File: src/rtl/move_arbiter.sv
// move_arbiter: debounces BtnU/D/L/R and issues round-robin moves to block_controller.
// Define MOVE_AUTOREPEAT_EN to emit repeated moves while a button stays held.
module move_arbiter #(
    parameter int DB_CYCLES     = 1000000,
    parameter int DB_W          = 20,
    parameter int REPEAT_CYCLES = 30000000,
    parameter int RPT_W         = 25
) (
    input  logic       ClkPort,
    input  logic       rst_n,
    input  logic       btn_up,
    input  logic       btn_down,
    input  logic       btn_left,
    input  logic       btn_right,
    output logic       move_valid,
    output logic [1:0] move_dir,
    input  logic       move_ready,
    input  logic       move_done,
    output logic       busy,
    output logic [3:0] pending,
    output logic [7:0] dropped_cnt
);

    typedef enum logic [1:0] {IDLE, ISSUE, WAIT_DONE} state_t;

    localparam logic [DB_W-1:0] DB_LAST = DB_W'(DB_CYCLES - 1);

    logic [3:0]      btn_raw;
    logic [3:0]      sync1;
    logic [3:0]      sync2;
    logic [3:0]      stable;
    logic [3:0]      stable_d;
    logic [DB_W-1:0] db_cnt [4];
    logic [3:0]      press_evt;
    logic [3:0]      rpt_evt;
    logic [3:0]      event_v;
    logic [3:0]      grant_clr;
    logic [3:0]      drop_v;
    logic [2:0]      drop_num;
    logic [8:0]      drop_sum;
    logic [1:0]      last_grant;
    logic [1:0]      last_nx;
    logic [1:0]      dir_nx;
    logic [1:0]      arb_dir;
    logic [1:0]      idx;
    logic            arb_found;
    state_t          state;
    state_t          state_nx;

    assign btn_raw = {btn_right, btn_left, btn_down, btn_up};

    always_ff @(posedge ClkPort or negedge rst_n) begin
        if (!rst_n) begin
            sync1 <= '0;
            sync2 <= '0;
        end else begin
            sync1 <= btn_raw;
            sync2 <= sync1;
        end
    end

    always_ff @(posedge ClkPort or negedge rst_n) begin
        if (!rst_n) begin
            stable   <= '0;
            stable_d <= '0;
            for (int i = 0; i < 4; i++) db_cnt[i] <= '0;
        end else begin
            stable_d <= stable;
            for (int i = 0; i < 4; i++) begin
                if (sync2[i] == stable[i]) begin
                    db_cnt[i] <= '0;
                end else if (db_cnt[i] == DB_LAST) begin
                    stable[i] <= sync2[i];
                    db_cnt[i] <= '0;
                end else begin
                    db_cnt[i] <= db_cnt[i] + 1'b1;
                end
            end
        end
    end

    assign press_evt = stable & ~stable_d;

`ifdef MOVE_AUTOREPEAT_EN
    localparam logic [RPT_W-1:0] RPT_LAST = RPT_W'(REPEAT_CYCLES);

    logic [RPT_W-1:0] rpt_cnt [4];

    // Counter equals the cycles since the real press; reload to 1 keeps the period exact.
    always_ff @(posedge ClkPort or negedge rst_n) begin
        if (!rst_n) begin
            for (int i = 0; i < 4; i++) rpt_cnt[i] <= '0;
        end else begin
            for (int i = 0; i < 4; i++) begin
                if (!stable[i])
                    rpt_cnt[i] <= '0;
                else if (rpt_cnt[i] == RPT_LAST)
                    rpt_cnt[i] <= RPT_W'(1);
                else
                    rpt_cnt[i] <= rpt_cnt[i] + 1'b1;
            end
        end
    end

    always_comb begin
        rpt_evt = '0;
        for (int i = 0; i < 4; i++)
            rpt_evt[i] = stable[i] && (rpt_cnt[i] == RPT_LAST);
    end
`else
    // Repeat disabled; the expression is constant zero for any legal parameters.
    assign rpt_evt = {4{(REPEAT_CYCLES < 0) && (RPT_W < 0)}};
`endif

    assign event_v = press_evt | rpt_evt;

    always_comb begin
        grant_clr = '0;
        if (move_valid && move_ready) grant_clr[move_dir] = 1'b1;
    end

    assign drop_v   = event_v & pending & ~grant_clr;
    assign drop_num = 3'(drop_v[0]) + 3'(drop_v[1])
                    + 3'(drop_v[2]) + 3'(drop_v[3]);
    assign drop_sum = {1'b0, dropped_cnt} + {6'd0, drop_num};

    always_ff @(posedge ClkPort or negedge rst_n) begin
        if (!rst_n) begin
            pending     <= '0;
            dropped_cnt <= '0;
        end else begin
            pending     <= (pending & ~grant_clr) | event_v;
            dropped_cnt <= drop_sum[8] ? 8'hFF : drop_sum[7:0];
        end
    end

    always_comb begin
        arb_dir   = last_grant + 2'd1;
        arb_found = 1'b0;
        idx       = '0;
        for (int k = 0; k < 4; k++) begin
            idx = last_grant + 2'd1 + 2'(k);
            if (!arb_found && pending[idx]) begin
                arb_dir   = idx;
                arb_found = 1'b1;
            end
        end
    end

    always_ff @(posedge ClkPort or negedge rst_n) begin
        if (!rst_n) begin
            state      <= IDLE;
            move_dir   <= 2'd0;
            last_grant <= 2'd3;
        end else begin
            state      <= state_nx;
            move_dir   <= dir_nx;
            last_grant <= last_nx;
        end
    end

    always_comb begin
        state_nx   = state;
        dir_nx     = move_dir;
        last_nx    = last_grant;
        move_valid = 1'b0;
        unique case (state)
            IDLE: begin
                if (|pending) begin
                    dir_nx   = arb_dir;
                    state_nx = ISSUE;
                end
            end
            ISSUE: begin
                move_valid = 1'b1;
                if (move_ready) begin
                    last_nx  = move_dir;
                    state_nx = WAIT_DONE;
                end
            end
            WAIT_DONE: begin
                if (move_done) state_nx = IDLE;
            end
            default: state_nx = IDLE;
        endcase
    end

    assign busy = (state != IDLE);

endmodule

File: config.mk
export PLATFORM = sky130hd
export DESIGN_NAME = move_arbiter
export DESIGN_NICKNAME = d
export VERILOG_FILES = /design/src/rtl/move_arbiter.sv
export SDC_FILE = /design/constraint.sdc
export NUM_CORES = 1
export LEC_CHECK = 0
export BUFFER_PORTS_ARGS = -buffer_cell sky130_fd_sc_hd__buf_2
export CAP_MARGIN = 10
export CORE_ASPECT_RATIO = 0.6
export CORE_MARGIN = 2
export CORE_UTILIZATION = 30
export CTS_CLUSTER_DIAMETER = 60
export CTS_CLUSTER_SIZE = 14
export DETAILED_ROUTE_END_ITERATION = 10
export PLACE_DENSITY = 0.57
export REMOVE_ABC_BUFFERS = 1
export SYNTH_ARGS = -nofsm -noshare
export SYNTH_HDL_FRONTEND = slang
export SYNTH_SLANG_ARGS = --single-unit
File: constraint.sdc
create_clock -name ClkPort -period 2.9 [get_ports ClkPort]
set_input_delay 0.58 -clock ClkPort [delete_from_list [all_inputs] [get_ports ClkPort]]
set_output_delay 0.58 -clock ClkPort [all_outputs]
set_load 0.03 [all_outputs]
==> summary.md <==
| Metric | Value |
|---|---|
| Post-synthesis mux area share | `0.0122` |
| Worst-path clk slew | `roughly 0.050 ns` |
| DRC | `0` |
| Final #Nets | `617` |
| Drt total wl | `11.7 mm` |
| CP Max Fanout | `4` |
| Final period utilization | `0.976` |
| Placed cells | `819` |
| Vias | `~4300` |
| GP Congestion | `around 0.80` |
| Critical Path RT | `3.19 ns` |
| Share of cells above drive strength 1 | `0.178` |
| Warnings, synthesis | `0` |
| Final core utilization | `0.369` |
| Vias per cell | `around 5` |
| Mapped cell area | `0.00554 sq mm` |
| Initial DRC Count | `about 240` |
| Peak VDD IR | `between 0.4 and 0.5 mV` |
| CORE AREA | `~0.018 sq mm` |
| Leakage power | `~0.0027 uW` |
| CTS tree | `done` |
| Syn Inst Count | `roughly 560` |
| Max H-tree Level | `4` |
| RSZ-0062 raised after global routing | `true` |
| Clock sinks | `around 110` |
| Cell row count | `38` |
| Cell variety after synth | `57` |
| Clk_lat worst skew | `a little over 0.4 ns` |
| First-pass DRT Iterations | `5` |
| Crit path max-delay cell type | `fa_1` |
| Post-detailed-route count of antenna-violating nets | `0` |
| Final setup fails | `0` |
| Finished Cell Area | `between 0.006 and 0.007 sq mm` |
| Top cell type's share of synthesized area | `0.506` |
| CTS buffer count | `17` |
| First-pass GRT wire length | `between 20 and 25 mm` |
| Largest net degree at the start of global routing | `70` |
| Synth Area in Adders | `0.0221` |
| Simple-gate area share of the yosys netlist | `0.252` |
| Min-delay worst type | `input port to async pin` |
| Dominant cells by area after synthesis | `dfrtp_1 (51%), xnor2_1 (5.1%), nor2_1 (4.6%)` |
| Flops & latches, synth | `114` |
| Die X-Extent | `around 180 um` |
| R2r setup slk | `approximately 0.068 ns` |
| Fin. Hold Viols | `0` |
| Clk_skew | `about 0.0050 ns` |
| Clock buffer depth | `2` |
| Setup CP Type | `flop to flop` |
| Status | `finished clean` |
| Slew margin rel. | `0.439` |
| Max Cap Viol | `0` |
| Post-Synth XOR/XNOR Area | `0.0932` |
| Crit path buffers/inverters | `3` |
| Worst R2R Start | `state[1]` |
| Reg2Reg Depth | `13` |
| Max incr delay on CP | `around 0.44 ns` |
| Cell taking the most area after synthesis | `dfrtp_1` |
| RR Endpoint | `dropped_cnt[6]` |
| Sequential area share after synthesis | `0.515` |
| Compound-Gate Fraction of Synth Area | `0.0779` |
| Root Buffer | `clkbuf_16` |
| Largest family of logic cells by synthesized area | `simple AND/OR/NAND/NOR gates` |
| Fmax achieved | `353 MHz` |
| Initial antenna violation count | `0` |
| Gr ovfl total | `0` |
| Boundary Pins | `24` |
| Post-Layout Cell Count | `between 800 and 900` |
| Buffers on Ports | `23` |
| Crit end category | `flop` |
| Syn Area/Cell | `~10 sq um` |
| Actual slew at the worst max-slew pin | `0.842 ns` |
| Number of synthesized flops with an enable pin | `0` |
| Antenna cells | `0` |
| Area post-placement | `0.00603 sq mm` |
| CP cell instances | `nand2b_4 > inv_2 > nand2_2 > o311ai_2 > buf_4 > fa_1 > fa_2 > inv_2 > fa_2 > and3_4 > nand3_4 > nor3_2 > a21oi_1` |
| Worst Path Arrival | `3.12 ns` |
| Vias in the first global route | `4198` |
| Pins over their slew limit | `0` |
| Fillers | `~1800` |
| Primary FF master, synth | `dfrtp_1` |
| Total die area | `0.0196 sq mm` |
| Routed length per instance | `about 14 um` |
| P&R area growth vs syn | `20.2%` |
| Critical path startpoint category | `flop` |
| PwrDens | `660 mW/mm^2` |
| Initial Util | `0.307` |
| Die Y | `approximately 110 um` |
| Total track usage | `0.129` |
| Largest delay share family, worst path | `adder cells` |
| Final min period | `2.83 ns` |
| Post-DP HPWL | `roughly 8.1 mm` |
| Post-synthesis async set-or-reset flop share | `1.00` |
placed cells by master (no fill, tap or decap), drive strengths merged, types with 4 or more instances in the layout:
master / synthesis / final
and4: 6 / 6
nand3: 34 / 34
a21oi: 22 / 22
nand2: 42 / 42
o31ai: 11 / 11
nand4: 22 / 22
o21ai: 19 / 19
clkbuf: 9 / 20
or4: 10 / 10
or3: 15 / 15
or2: 5 / 5
nand2b: 4 / 4
nor2b: 4 / 4
inv: 25 / 25
buf: 4 / 40
mux2: 6 / 6
dfrtp: 112 / 112
ha: 5 / 5
clkinvlp: 0 / 4
nor2: 68 / 68
xor2: 27 / 27
clkinv: 0 / 5
nor3: 15 / 15
nor4: 14 / 14
and3: 7 / 7
xnor2: 32 / 32
metal layers:
| layer | wire length (um) | GRT usage | up-vias |
|---|---|---|---|
| li1 | - | - | 2064 |
| met2 | 4980 | 0.192 | 100 |
| met3 | 578 | 0.0378 | 19 |
| met1 | 5900 | 0.175 | 2092 |
| met5 | 0 | 0 | - |
| met4 | 199 | 0.0546 | 0 |
through the flow:
| step | TNS, ns | setup slack, ns | total power, uW | hold WS [ns] |
|---|---|---|---|---|
| 2_1_floorplan | -1.25 | -0.240 | 2150 | 0.284 |
| 3_3_place_gp | -1.80 | -0.317 | 2380 | 0.336 |
| 3_5_place_dp | -2.40 | -0.368 | 2410 | 0.340 |
| 4_1_cts | 0 | 0.00429 | 4410 | 0.0326 |
| 5_1_grt | -0.131 | -0.0570 | 4590 | 0.0419 |
| 6_report | 0 | 0.0683 | 4390 | 0.0373 |
state kept, by name, summed over array words and instances, names as in the netlist:
name,count
dropped_cnt,8
move_dir,2
stable,4
stable_d,4
sync2,4
db_cnt,80
pending,4
state,2
sync1,4
last_grant,2
worst register-to-register path, delay by kind of cell (launching register included):
kind | cells | cell delay (ns)
simple gates | 5 | 0.66
buf+inv | 3 | 0.30
fa+ha+maj | 3 | 1.04
compound gates | 2 | 0.33
flops | 1 | 0.39
cells in the mapped netlist (6+ instances only):
library cell  number
nand4_1           20
mux2_2             6
xor2_1            27
nor2_1            68
dfrtp_1          112
clkbuf_1           9
or3_1             15
nand3_1           34
nor4_1            14
o21ai_0           18
nand2_1           42
nor3_1            15
and4_1             6
inv_1             25
o31ai_1           10
or4_1              8
xnor2_1           32
a21oi_1           21
and3_1             7
how the worst max path moves through the flow:
stage / from / endpoint / slack, ns / cells past startpoint
6_report: state[1] / dropped_cnt[6] / 0.07 / 13
5_1_grt: state[1] / dropped_cnt[6] / -0.06 / 13
4_1_cts: state[1] / dropped_cnt[7] / 0.004 / 12
3_5_place_dp: move_ready / dropped_cnt[6] / -0.37 / 13
3_3_place_gp: move_ready / dropped_cnt[6] / -0.32 / 13
2_1_floorplan: state[1] / dropped_cnt[6] / -0.24 / 12
where the power goes:
group / internal (uW) / switching (uW)
clock network: 1250 / 713
logic: 248 / 377
registers: 1680 / 124
total: 3180 / 1210
final cells by class:
class / instances / area, sq um / share of cell area
flip-flops and latches: 114 / 2860 / 0.429
multi-input cells: 403 / 2600 / 0.391
inverters: 25 / 93.8 / 0.0141
repair buffers: 40 / 258 / 0.0387
clock inverters: 11 / 115 / 0.0173
well taps: 240 / 300 / 0.0451
clock buffers: 20 / 437 / 0.0656
what timing repair did:
action | 4_1_cts | 5_1_grt
setup buffers | 2 | 1
endpoints found under the setup margin | 7 | 8
hold buffers | 0 | 0
pin swaps | 3 | 8
cloned | 0 | 0
resized for setup | 4 | 13
cell families (layout without fill, tap and decap cells):
group	after synthesis	in the layout
AND/OR/NAND/NOR	263	263
multiplexers	6	6
flip-flops	114	114
buffers and inverters	38	96
AO/OA/AOI/OAI	67	67
XOR/XNOR	59	59
adder cells (fa/ha/maj)	8	8
No activity file was read; power rests on OpenSTA's default activity.
